`config.mk`:
```
export PLATFORM = sky130hd
export DESIGN_NAME = instr_encoder
export DESIGN_NICKNAME = d
export VERILOG_FILES = /design/src/rtl/instr_encoder_pkg.sv /design/src/rtl/instr_encoder_pack.sv /design/src/rtl/instr_encoder.sv
export SDC_FILE = /design/constraint.sdc
export NUM_CORES = 1
export LEC_CHECK = 0
export BUFFER_PORTS_ARGS = -buffer_cell sky130_fd_sc_hd__buf_2
export CAP_MARGIN = 10
export CORE_UTILIZATION = 40
export DETAILED_ROUTE_END_ITERATION = 12
export SETUP_SLACK_MARGIN = 0.05
export SLEW_MARGIN = 40
export SYNTH_ARGS = -nofsm -noshare
export SYNTH_HDL_FRONTEND = slang
export SYNTH_SLANG_ARGS = --single-unit
```
`constraint.sdc`:
```
create_clock -name clk -period 5.9 [get_ports clk]
set_clock_uncertainty 0.2 [all_clocks]
set_input_delay 1.18 -clock clk [delete_from_list [all_inputs] [get_ports clk]]
set_output_delay 1.18 -clock clk [all_outputs]
set_load 0.02 [all_outputs]
```
`src/rtl/instr_encoder_pkg.sv`:
```
// Shared definitions for the RV32I instruction encoder.
// Opcodes, error codes, format tags and the field bundle.
package instr_encoder_pkg;

    localparam int XLEN = 32;

    localparam logic [6:0] OP_LUI    = 7'b0110111;
    localparam logic [6:0] OP_AUIPC  = 7'b0010111;
    localparam logic [6:0] OP_JAL    = 7'b1101111;
    localparam logic [6:0] OP_JALR   = 7'b1100111;
    localparam logic [6:0] OP_BRANCH = 7'b1100011;
    localparam logic [6:0] OP_LOAD   = 7'b0000011;
    localparam logic [6:0] OP_STORE  = 7'b0100011;
    localparam logic [6:0] OP_IMM    = 7'b0010011;
    localparam logic [6:0] OP_REG    = 7'b0110011;

    typedef enum logic [1:0] {
        ERR_OPCODE = 2'd0,
        ERR_RANGE  = 2'd1,
        ERR_ALIGN  = 2'd2,
        ERR_SHIFT  = 2'd3
    } err_code_t;

    typedef enum logic [2:0] {
        FMT_R, FMT_I, FMT_SH, FMT_S,
        FMT_B, FMT_U, FMT_J, FMT_BAD
    } fmt_t;

    typedef struct packed {
        logic [6:0]      opcode;
        logic [4:0]      rd;
        logic [2:0]      funct3;
        logic [4:0]      rs1;
        logic [4:0]      rs2;
        logic [6:0]      funct7;
        logic [XLEN-1:0] imm;
    } fields_t;

    // True when v is the sign extension of its low 'bits' bits.
    function automatic logic fits_signed(input logic [XLEN-1:0] v,
                                         input int bits);
        logic ok;
        ok = 1'b1;
        for (int i = 0; i < XLEN; i++) begin
            if (i >= bits && v[i] != v[bits-1]) ok = 1'b0;
        end
        return ok;
    endfunction

endpackage

```
`src/rtl/instr_encoder_pack.sv`:
```
// Combinational format select, bit packing and field checks.
// Misalignment is tested before range so it wins priority.
module instr_pack
    import instr_encoder_pkg::*;
(
    input  fields_t         f,
    output logic [XLEN-1:0] word,
    output logic            err,
    output err_code_t       code
);

    fmt_t fmt;

    // Map the opcode (and shift funct3) onto an encoding format.
    always_comb begin
        fmt = FMT_BAD;
        unique case (f.opcode)
            OP_REG:            fmt = FMT_R;
            OP_IMM:            fmt = (f.funct3[1:0] == 2'b01) ? FMT_SH : FMT_I;
            OP_LOAD, OP_JALR:  fmt = FMT_I;
            OP_STORE:          fmt = FMT_S;
            OP_BRANCH:         fmt = FMT_B;
            OP_LUI, OP_AUIPC:  fmt = FMT_U;
            OP_JAL:            fmt = FMT_J;
            default:           fmt = FMT_BAD;
        endcase
    end

    // Pack the word for the chosen format and flag illegal fields.
    always_comb begin
        word = '0;
        err  = 1'b0;
        code = ERR_OPCODE;
        unique case (fmt)
            FMT_R: begin
                word = {f.funct7, f.rs2, f.rs1, f.funct3, f.rd, f.opcode};
            end
            FMT_I: begin
                word = {f.imm[11:0], f.rs1, f.funct3, f.rd, f.opcode};
                if (!fits_signed(f.imm, 12)) begin
                    err  = 1'b1;
                    code = ERR_RANGE;
                end
            end
            FMT_SH: begin
                word = {f.funct7, f.imm[4:0], f.rs1, f.funct3, f.rd, f.opcode};
                if (f.imm[XLEN-1:5] != '0
                    || !(f.funct7 == 7'h00 || f.funct7 == 7'h20)
                    || (f.funct3 == 3'b001 && f.funct7 != 7'h00)) begin
                    err  = 1'b1;
                    code = ERR_SHIFT;
                end
            end
            FMT_S: begin
                word = {f.imm[11:5], f.rs2, f.rs1, f.funct3,
                        f.imm[4:0], f.opcode};
                if (!fits_signed(f.imm, 12)) begin
                    err  = 1'b1;
                    code = ERR_RANGE;
                end
            end
            FMT_B: begin
                word = {f.imm[12], f.imm[10:5], f.rs2, f.rs1, f.funct3,
                        f.imm[4:1], f.imm[11], f.opcode};
                if (f.imm[0]) begin
                    err  = 1'b1;
                    code = ERR_ALIGN;
                end else if (!fits_signed(f.imm, 13)) begin
                    err  = 1'b1;
                    code = ERR_RANGE;
                end
            end
            FMT_U: begin
                word = {f.imm[31:12], f.rd, f.opcode};
                if (f.imm[11:0] != '0) begin
                    err  = 1'b1;
                    code = ERR_RANGE;
                end
            end
            FMT_J: begin
                word = {f.imm[20], f.imm[10:1], f.imm[11], f.imm[19:12],
                        f.rd, f.opcode};
                if (f.imm[0]) begin
                    err  = 1'b1;
                    code = ERR_ALIGN;
                end else if (!fits_signed(f.imm, 21)) begin
                    err  = 1'b1;
                    code = ERR_RANGE;
                end
            end
            default: begin
                err  = 1'b1;
                code = ERR_OPCODE;
            end
        endcase
    end

endmodule

```
`src/rtl/instr_encoder.sv`:
```
// Two-stage RV32I field encoder streaming words into IMEM.
// S1 checks/packs, S2 holds the word until memory takes it.
module instr_encoder
    import instr_encoder_pkg::fields_t, instr_encoder_pkg::err_code_t;
#(
    parameter int          XLEN      = 32,
    parameter int          IMEM_AW   = 14,
    parameter int unsigned BASE_ADDR = 0
) (
    input  logic               clk,
    input  logic               rst,
    input  logic               flush,
    input  logic               in_valid,
    output logic               in_ready,
    input  logic [6:0]         opcode,
    input  logic [4:0]         rd,
    input  logic [2:0]         funct3,
    input  logic [4:0]         rs1,
    input  logic [4:0]         rs2,
    input  logic [6:0]         funct7,
    input  logic [XLEN-1:0]    imm,
    output logic               imem_we,
    output logic [IMEM_AW-1:0] imem_addr,
    output logic [XLEN-1:0]    imem_din,
    input  logic               imem_ready,
    output logic               err_valid,
    output logic [1:0]         err_code,
    output logic [15:0]        count
);

    localparam logic [IMEM_AW-1:0] BASE = IMEM_AW'(BASE_ADDR);

    fields_t         s1_f;
    logic            s1_valid;
    logic            s2_valid;
    logic [XLEN-1:0] pk_word;
    logic            pk_err;
    err_code_t       pk_code;
    logic            wr_done;
    logic            s2_adv;
    logic            s1_ret;
    logic            accept;
    logic            err_fire;

    instr_pack u_pack (
        .f    (s1_f),
        .word (pk_word),
        .err  (pk_err),
        .code (pk_code)
    );

    assign wr_done  = s2_valid & imem_ready;
    assign s2_adv   = !s2_valid | imem_ready;
    assign s1_ret   = s1_valid & (pk_err | s2_adv);
    assign in_ready = !flush & (!s1_valid | s1_ret);
    assign accept   = in_valid & in_ready;
    assign err_fire = !flush & s1_valid & pk_err;
    assign imem_we  = s2_valid;

    // Stage 1: capture the field bundle.
    always_ff @(posedge clk or posedge rst) begin
        if (rst) begin
            s1_valid <= 1'b0;
            s1_f     <= '0;
        end else if (flush) begin
            s1_valid <= 1'b0;
        end else if (accept) begin
            s1_valid    <= 1'b1;
            s1_f.opcode <= opcode;
            s1_f.rd     <= rd;
            s1_f.funct3 <= funct3;
            s1_f.rs1    <= rs1;
            s1_f.rs2    <= rs2;
            s1_f.funct7 <= funct7;
            s1_f.imm    <= imm;
        end else if (s1_ret) begin
            s1_valid <= 1'b0;
        end
    end

    // Stage 2: hold the packed word while the write is pending.
    always_ff @(posedge clk or posedge rst) begin
        if (rst) begin
            s2_valid <= 1'b0;
            imem_din <= '0;
        end else if (flush) begin
            s2_valid <= 1'b0;
        end else if (s1_valid && !pk_err && s2_adv) begin
            s2_valid <= 1'b1;
            imem_din <= pk_word;
        end else if (wr_done) begin
            s2_valid <= 1'b0;
        end
    end

    // One-cycle error pulse as a rejected bundle leaves S1.
    always_ff @(posedge clk or posedge rst) begin
        if (rst) begin
            err_valid <= 1'b0;
            err_code  <= 2'd0;
        end else begin
            err_valid <= err_fire;
            if (err_fire) err_code <= pk_code;
        end
    end

    // Write address and saturating write counter.
    always_ff @(posedge clk or posedge rst) begin
        if (rst) begin
            imem_addr <= BASE;
            count     <= '0;
        end else if (flush) begin
            imem_addr <= BASE;
            count     <= '0;
        end else if (wr_done) begin
            imem_addr <= imem_addr + 1'b1;
            if (count != 16'hFFFF) count <= count + 1'b1;
        end
    end

endmodule

```
==> results of run 1 <==
## power by group
part           switching [uW]  leakage, uW  internal, uW
clock network             397     0.000274           641
registers                 103      0.00164          1000
logic                     196      0.00192           190
total                     695      0.00383          1840
## stage by stage
step | util, % | area (um2) | std cells | hold WS, ns
after global placement | 45.8 | 7270 | 859 | 0.258
after detailed placement | 45.9 | 7290 | 859 | 0.253
after global routing | 49.6 | 7880 | 890 | 0.280
after floorplan | - | 6490 | 525 | 0.281
after CTS | 49.5 | 7870 | 890 | 0.267
final | 49.6 | 7880 | 890 | 0.259
## cell families (layout without fill, tap and decap cells)
group,count (synthesis),in the layout
fa+ha+maj,3,3
mux,98,98
flops,131,131
xor+xnor,26,26
buf+inv,45,194
compound gates,62,62
simple gates,160,160
## area by class of cell
class | instances | area (um2)
repair buffers | 139 | 706
flip-flops and latches | 131 | 3280
clock inverters | 12 | 130
inverters | 24 | 97.6
fillers | 1468 | 8010
well taps | 216 | 270
multi-input cells | 349 | 2940
clock buffers | 19 | 453
## worst paths after layout
check                                 to  slack, ns  cells past startpoint
setup / recovery                in_ready       1.63                      6
min in group asynchronous  imem_addr[13]       0.69                      2
hold reg to reg              imem_din[0]       0.26                      1
max in group asynchronous       s1_f[20]       3.91                      3
setup reg to reg            imem_din[20]       2.29                      6
hold / removal               imem_din[0]       0.26                      1
## routing by layer
| metal | global-route usage (%) | share of wire [%] |
|---|---|---|
| met4 | 8.07 | 1.7 |
| met5 | 0 | 0 |
| met3 | 4.75 | 5.5 |
| met1 | 25.8 | 46 |
| met2 | 31.4 | 47 |
## worst max-delay path: cells and delay by family (launching register included)
kind                   cells  cell delay, ns
and+or+nand+nor            1            0.33
buffers and inverters      1            0.20
DFF                        1            0.52
AOI/OAI and AO/OA          4            1.41
## flip-flops by register name, indices dropped and copies added, names as in the netlist
name / cells
count: 16
err_code: 2
err_valid: 1
imem_addr: 14
imem_din: 32
imem_we: 1
s1_f: 64
s1_valid: 1
## layout by cell type, fill, tap and decap left out, types with 4 or more instances in the layout
| cell type | instances |
|---|---|
| or3_1 | 4 |
| xnor2_1 | 6 |
| mux2_2 | 7 |
| inv_1 | 23 |
| a21oi_1 | 13 |
| xor2_1 | 20 |
| clkbuf_16 | 17 |
| clkinvlp_4 | 5 |
| nor3_1 | 13 |
| mux2_4 | 60 |
| nor4_1 | 7 |
| nand2b_1 | 6 |
| nor2_1 | 47 |
| nand3_1 | 14 |
| dfrtp_1 | 131 |
| and4_1 | 4 |
| mux2i_1 | 14 |
| o21ai_0 | 8 |
| nand2_1 | 24 |
| and3_1 | 4 |
| buf_2 | 135 |
| a222oi_1 | 12 |
| buf_4 | 4 |
| mux2_1 | 17 |
| nand4_1 | 14 |
| a22o_1 | 12 |
==> impl_metrics.csv, run 1 <==
group,metric,value,unit
outcome,status,"completed",
clock_tree,root_buffer,"clkbuf_16",
sta,rsz0062_at_grt,"no",
synth,synth-simple-area-share,12.9,%
synth,syn-num-nets,597,
synth,synth-compound-area-share,7.75,%
synth,synthArstFlopShare,100,%
sta,fin_tns_setup,0,ns
synth,synthesis.area,6490,um2
routing,wl_per_cell,17.4,um
synth,syn_inst,525,
cells_and_area,layout.nets,734,
worst_setup_path,cp_cell_sequence,"and4b_1 > o21ai_0 > o21ai_0 > a221oi_4 > a21oi_1 > buf_2",
clock_tree,cts_resized,0,
synth,synthXorXnorAreaFrac,3.51,%
global_routing,antenna_found_initial,0,
clock_tree,htreeDepth,4,
sta,hold_viol,0,
global_routing,grt-ovfl-total,0,
synth,syn_area_per_cell,12.4,um2
floorplanning,coreArea,15900,um2
global_routing,grt_max_degree,98,
floorplanning,num_io_pins,136,
synth,synth_fa_ha_area_share,0.578,%
floorplanning,die_w,129,um
worst_setup_path,crit_type,"register to output port",
floorplanning,initial_core_util,40.9,%
synth,synth-seq-area-share,50.5,%
synth,synth_top_area_share,50.5,%
worst_setup_path,crit_top_cell,"o21ai_0",
cells_and_area,syn2layout_area_growth,21.3,%
sta,setup_ws,1.63,ns
clock_tree,cts_tree,"built",
min_path,holdCritStartpoint,"imem_din[0]",
synth,ys_warn_count,0,
clock_tree,clk_latency,0.42,ns
synth,yosysMostFrequentCell,"dfrtp_1",
synth,synth_mux_area_share,20.2,%
placed_design,dp_hpwl,10.9,mm
sta,setup_violations,0,
worst_setup_path,cp_max_fo,14,
power_and_ir_drop,ir_drop,0.196,mV
placed_design,gp_congestion,0.862,
power_and_ir_drop,power.total,2530,uW
placed_design,port_buffers,135,
global_routing,grt_pass1_wl,25.1,mm
worst_setup_path,crit_path_end_kind,"output port",
global_routing,track_usage,19.7,%
power_and_ir_drop,power_density,321,nW/um2
cells_and_area,drive_gt1_share,37.1,%
worst_setup_path,startpoint,"s1_f[59]",
worst_setup_path,cp.required,4.52,ns
routing,viasPerCell,5.26,
sta,max_freq,0.234,GHz
clock_tree,ctsHoldBuffers,0,
sta,final.period_utilization,72.3,%
worst_setup_path,rr_startpoint,"s1_f[59]",
power_and_ir_drop,p_leak,0.00383,uW
global_routing,grt_pass1_vias,4783,
sta,drv_slew,0,
floorplanning,die_area,16700,um2
routing,firstDrtPassIters,5,
synth,synth_top_cells_by_count,"131 x dfrtp_1, 60 x mux2_4, 47 x nor2_1, 24 x inv_1, 24 x nand2_1",
sta,fin_crit,4.27,ns
synth,yosysUniqueCellTypes,58,
clock_tree,cts.sinks,131,
routing,ant_nets,0,
worst_setup_path,critPathLaunchType,"register",
job,maxCapViolCount,0,
routing,drtIter0Drc,309,
clock_tree,clockBufferDepth,2,
routing,wl,15.5,mm
synth,synth_flop_cell,"dfrtp_1",
routing,drcViolationCount,0,
synth,synth_edf_count,0,
clock_tree,cts_setup_buffers,0,
synth,synth_top_family_by_area,"multiplexers",
clock_tree,cts_buffers,17,
sta,worstMarginPinSlew,0.671,ns
sta,max_slew_margin,55.3,%
min_path,min_path_type,"register to register",
clock_tree,path_clk_slew,0.06,ns
worst_setup_path,crit_slowest_cell,"o21ai_0",
floorplanning,num_rows,46,
synth,netlist.top_cell.by_area,"dfrtp_1",
routing,vias,4679,
synth,synth-seq-cells,131,
worst_setup_path,crit_arrival,2.89,ns
placed_design,dp_slack,2.13,ns
cells_and_area,n_antenna_cell,0,
synth,netlist_top_cells_area,"dfrtp_1 50%, mux2_4 14%, mux2_1 2.9%",
worst_setup_path,cpPeakStageDelay,0.54,ns
floorplanning,dieHeight,129,um
Power figures use the tool's default switching activity.
==> run 2, diff against run 1 <==
==> constraint.sdc (replaced) <==
create_clock -name clk -period 4.41 [get_ports clk]
set_clock_uncertainty 0.2 [all_clocks]
set_input_delay 0.882 -clock clk [delete_from_list [all_inputs] [get_ports clk]]
set_output_delay 0.882 -clock clk [all_outputs]
set_load 0.02 [all_outputs]
==> run 2 against run 1 <==
Net effect: die area did not move; wire length up 1.2%; utilization is 0.32 points higher; final area is 0.65% higher; non-clock buffer count rose by 3; sequential power grew 34%; critical path type unchanged; hold slack improved by 0.026 ns; combinational power grew 33%; flip-flop and latch count did not move; first-iteration DRC count decreased by 20%.
==> impl_metrics.csv, run 2 (synthesized netlist as in run 1, its figures left out) <==
group,metric,value,unit
floorplanning,num_io_pins,136,
floorplanning,die_area,16700,um2
worst_setup_path,crit_path_end_kind,"output port",
sta,fin_tns_setup,0,ns
global_routing,grt_pass1_vias,4732,
cells_and_area,mostFrequentLayoutCells,"135 x buf_2, 131 x dfrtp_1, 60 x mux2_4",
sta,max_freq,0.251,GHz
clock_tree,htreeDepth,4,
cells_and_area,regMostFlops,"s1_f",
global_routing,grt_max_degree,70,
clock_tree,clockBufferDepth,2,
worst_setup_path,crit_arrival,2.90,ns
cells_and_area,drive_gt1_share,37.5,%
cells_and_area,finalNonFillerCells,894,
cells_and_area,n_antenna_cell,0,
clock_tree,cts_tree,"built",
worst_setup_path,cp.required,3.33,ns
floorplanning,coreArea,15900,um2
floorplanning,num_rows,46,
routing,wl,15.6,mm
clock_tree,ctsHoldBuffers,0,
power_and_ir_drop,power_density,435,nW/um2
sta,max_slew_margin,43.7,%
floorplanning,dieHeight,129,um
routing,firstDrtPassIters,6,
clock_tree,cts_buffers,17,
clock_tree,clk_latency,0.42,ns
routing,vias,4668,
sta,worstMarginPinSlew,0.844,ns
clock_tree,cts_resized,0,
routing,ant_nets,0,
placed_design,port_buffers,135,
floorplanning,die_w,129,um
worst_setup_path,critPathLaunchType,"register",
cells_and_area,fillCellCount,1465,
routing,viasPerCell,5.22,
clock_tree,cts.sinks,131,
job,maxCapViolCount,0,
cells_and_area,layout.nets,737,
sta,holdWs,0.285,ns
placed_design,dp_hpwl,11.2,mm
cells_and_area,syn2layout_area_growth,22.1,%
routing,drtIter0Drc,246,
cells_and_area,seqCellArea,3280,um2
sta,rsz0062_at_grt,"no",
power_and_ir_drop,power.total,3450,uW
min_path,min_path_type,"register to register",
floorplanning,initial_core_util,40.9,%
routing,wl_per_cell,17.5,um
outcome,status,"completed",
worst_setup_path,crit_type,"register to output port",
global_routing,antenna_found_initial,0,
worst_setup_path,cp_max_fo,14,
clock_tree,root_buffer,"clkbuf_16",
sta,hold_viol,0,
power_and_ir_drop,p_leak,0.00386,uW
clock_tree,path_clk_slew,0.06,ns
cells_and_area,reg.largest.list,"s1_f: 64 flops, imem_din: 32 flops, count: 16 flops",
global_routing,grt-ovfl-total,0,
placed_design,placed_cells,862,
sta,setup_violations,0,
cells_and_area,layout_commonest_cell,"buf_2",
placed_design,gp_congestion,0.872,
routing,drcViolationCount,0,
power_and_ir_drop,ir_drop,0.264,mV
sta,drv_slew,0,
global_routing,grt_pass1_wl,25.0,mm
clock_tree,cts_setup_buffers,0,
cells_and_area,largest_register_ff_count,64,
sta,final.period_utilization,90.4,%
global_routing,track_usage,19.7,%
sta,fin_crit,3.99,ns
cells_and_area,multi_input_area,2940,um2
==> run 2: final timing paths <==
path | from | to | slack [ns] | depth (start not counted)
worst max-delay path | s1_f[59] | in_ready | 0.42 | 6
worst max register to register | s1_f[59] | imem_din[23] | 0.71 | 8
min in group asynchronous | rst | imem_din[16] | 0.44 | 3
worst min-delay path | imem_din[17] | imem_din[17] | 0.29 | 1
worst min register to register | imem_din[17] | imem_din[17] | 0.29 | 1
max in group asynchronous | rst | s1_f[24] | 3.11 | 3
==> run 2: area by class of cell <==
cell class                      instances  share of cell area [%]
Sequential cell                       131                    41.4
Timing Repair Buffer                  142                    9.28
Tap cell                              216                    3.41
Clock buffer                           19                    5.71
Multi-Input combinational cell        349                    37.0
Clock inverter                         13                    2.00
Inverter                               24                    1.18
==> run 2: routing by layer <==
layer,vias up,routed length (um),GRT usage [%]
li1,2185,-,-
met1,2291,7120,26.6
met2,174,7530,31.2
met3,18,802,4.50
met4,0,191,6.84
met5,-,0,0
==> run 2: through the flow <==
step	cell area, um2	utilization, %	setup slack [ns]
floorplan	6500	-	1.18
global placement	7290	45.9	0.979
detailed placement	7290	45.9	0.858
CTS	7900	49.7	0.515
global route	7930	49.9	0.207
finish	7930	49.9	0.424
==> run 2: critical path, stage by stage, from the launching register on <==
cell and delay, ns:
dfrtp_1 0.51, and4b_1 0.33, o21ai_0 0.55, o21ai_0 0.31, a221oi_4 0.47, a21oi_1 0.11, buf_2 0.20
==> run 2: report_power, final <==
group	total, uW	switching [uW]	internal, uW
Clock	1440	528	916
Sequential	1490	150	1340
Combinational	513	258	255
==> run 3, diff against run 2 <==
--- a/config.mk
+++ b/config.mk
@@ -13,4 +13,5 @@
 export SLEW_MARGIN = 40
 export SYNTH_ARGS = -nofsm -noshare
 export SYNTH_HDL_FRONTEND = slang
+export SYNTH_HIERARCHICAL = 1
 export SYNTH_SLANG_ARGS = --single-unit
==> run 3 against run 2 <==
Net effect: power fell by 8.8%; largest power group unchanged; sequential share of layout area grew 0.71 points; clock power decreased by 4%; synthesized cell count is 3.2% higher; via count up 4.1%; final area down 1.7%; setup slack improved by 0.011 ns.
==> impl_metrics.csv, run 3 <==
group,metric,value,unit
outcome,status,"completed",
worst_setup_path,cp_cell_sequence,"or4_1 > nor3_1 > nand4_1 > a22oi_1 > o2111ai_1 > nor2b_1 > a21oi_1 > buf_2",
cells_and_area,syn2layout_area_growth,22.1,%
clock_tree,cts_buffers,17,
synth,synth-seq-cells,131,
synth,synthesis.area,6380,um2
job,maxCapViolCount,0,
cells_and_area,n_antenna_cell,0,
worst_setup_path,crit_type,"register to output port",
global_routing,grt_pass1_wl,25.6,mm
worst_setup_path,critPathLaunchType,"register",
worst_setup_path,cp.required,3.33,ns
cells_and_area,regMostFlops,"s1_f",
synth,synth_edf_count,0,
synth,synth_top_family_by_area,"multiplexers",
cells_and_area,largest_register_ff_count,64,
synth,syn-num-nets,614,
sta,setup_violations,0,
sta,rsz0062_at_grt,"no",
sta,drv_slew,0,
worst_setup_path,crit_family,"simple AND/OR/NAND/NOR gates",
floorplanning,coreArea,15400,um2
clock_tree,cts_resized,0,
worst_setup_path,worst-path-buf-inv,1,
clock_tree,ctsHoldBuffers,0,
worst_setup_path,crit_slowest_cell,"or4_1",
routing,drcViolationCount,0,
cells_and_area,mostFrequentLayoutCells,"135 x buf_2, 131 x dfrtp_1, 99 x mux2_2",
synth,netlist_top_cells_area,"dfrtp_1 51%, mux2_2 17%, nand2_1 1.9%",
synth,syn_inst,542,
floorplanning,die_w,128,um
clock_tree,cts_setup_buffers,0,
cells_and_area,layout.nets,748,
clock_tree,path_clk_slew,0.06,ns
cells_and_area,reg.largest.list,"s1_f: 64 flops, imem_din: 32 flops, count: 16 flops",
worst_setup_path,cpPeakStageDelay,0.54,ns
routing,drtIter0Drc,333,
power_and_ir_drop,power_density,404,nW/um2
floorplanning,num_rows,45,
synth,synth_flop_cell,"dfrtp_1",
synth,synthXorXnorAreaFrac,2.61,%
sta,max_slew_margin,54.2,%
placed_design,dp_hpwl,11.2,mm
sta,max_freq,0.252,GHz
synth,synthArstFlopShare,100,%
synth,synth-simple-area-share,14.5,%
routing,vias,4859,
global_routing,track_usage,20.5,%
cells_and_area,drive_gt1_share,43.4,%
synth,synth-compound-area-share,9.18,%
global_routing,antenna_found_initial,0,
worst_setup_path,crit_arrival,2.89,ns
global_routing,grt-ovfl-total,0,
global_routing,grt_pass1_vias,4771,
synth,synth_fa_ha_area_share,0.588,%
power_and_ir_drop,p_leak,0.00370,uW
synth,synth_top_cells_by_count,"131 x dfrtp_1, 99 x mux2_2, 32 x nand2_1, 31 x nor2_1, 20 x a21oi_1",
sta,fin_tns_setup,0,ns
clock_tree,cts_tree,"built",
floorplanning,initial_core_util,41.5,%
routing,ant_nets,0,
sta,worstMarginPinSlew,0.686,ns
routing,wl_per_cell,17.6,um
sta,setup_ws,0.435,ns
synth,synth_top_area_share,51.4,%
placed_design,dp_slack,0.922,ns
placed_design,gp_congestion,0.878,
worst_setup_path,crit_path_end_kind,"output port",
synth,yosysMostFrequentCell,"dfrtp_1",
routing,wl,15.8,mm
min_path,min_path_type,"register to register",
routing,firstDrtPassIters,5,
worst_setup_path,cp_max_fo,4,
global_routing,grt_max_degree,84,
clock_tree,htreeDepth,4,
floorplanning,dieHeight,128,um
sta,final.period_utilization,90.1,%
clock_tree,clk_latency,0.42,ns
clock_tree,clockBufferDepth,2,
synth,synth_mux_area_share,18.1,%
sta,hold_viol,0,
floorplanning,die_area,16500,um2
clock_tree,root_buffer,"clkbuf_16",
placed_design,port_buffers,135,
power_and_ir_drop,ir_drop,0.262,mV
synth,ys_warn_count,6,
synth,yosysUniqueCellTypes,70,
routing,viasPerCell,5.40,
synth,syn_area_per_cell,11.8,um2
sta,fin_crit,3.97,ns
floorplanning,num_io_pins,136,
cells_and_area,layout_commonest_cell,"buf_2",
synth,netlist.top_cell.by_area,"dfrtp_1",
clock_tree,cts.sinks,131,
synth,synth-seq-area-share,51.4,%
==> run 3: layout make-up <==
class                   count  area (um2)
flip-flops and latches    131        3280
well taps                 211         264
fillers                  1398        7580
inverters                  14        56.3
clock buffers              22         474
repair buffers            140         732
multi-input cells         372        2880
clock inverters            10         106
==> run 3: where the power goes <==
part / switching, uW / internal (uW) / leakage, uW
registers: 117 / 1310 / 0.00168
clock network: 506 / 871 / 0.000289
logic: 176 / 170 / 0.00173
==> run 3: metal layers <==
metal | track usage [%] | vias up | wire (um)
li1 | - | 2251 | -
met1 | 28.4 | 2412 | 7190
met2 | 31.1 | 173 | 7470
met3 | 5.88 | 23 | 1010
met4 | 5.95 | 0 | 157
met5 | 0 | - | 0
==> run 3: stage by stage <==
step                cell area (um2)  cells  util, %  power (uW)  hold WS, ns
floorplan                      6380    542        -        1660        0.280
global placement               7200    868     46.8        1770        0.285
detailed placement             7200    868     46.9        1790        0.287
CTS                            7780    900     50.6        3180        0.311
global route                   7790    900     50.7        3290        0.325
finish                         7790    900     50.7        3150        0.308
==> run 3: cells by family (layout without fill, tap and decap cells) <==
family / Yosys count / in the layout
mux: 103 / 103
flops: 131 / 131
simple gates: 161 / 161
xor+xnor: 19 / 19
compound gates: 86 / 86
fa+ha+maj: 3 / 3
buf+inv: 39 / 186
==> run 3: worst paths after layout <==
path	depth (start not counted)	from	slack (ns)	end
max reg2reg	9	s1_f[8]	0.94	imem_din[24]
max in group asynchronous	3	rst	3.02	imem_din[20]
min reg2reg	1	imem_din[16]	0.31	imem_din[16]
min in group asynchronous	3	rst	0.48	count[12]
max	8	s1_f[8]	0.44	in_ready
min	1	imem_din[16]	0.31	imem_din[16]
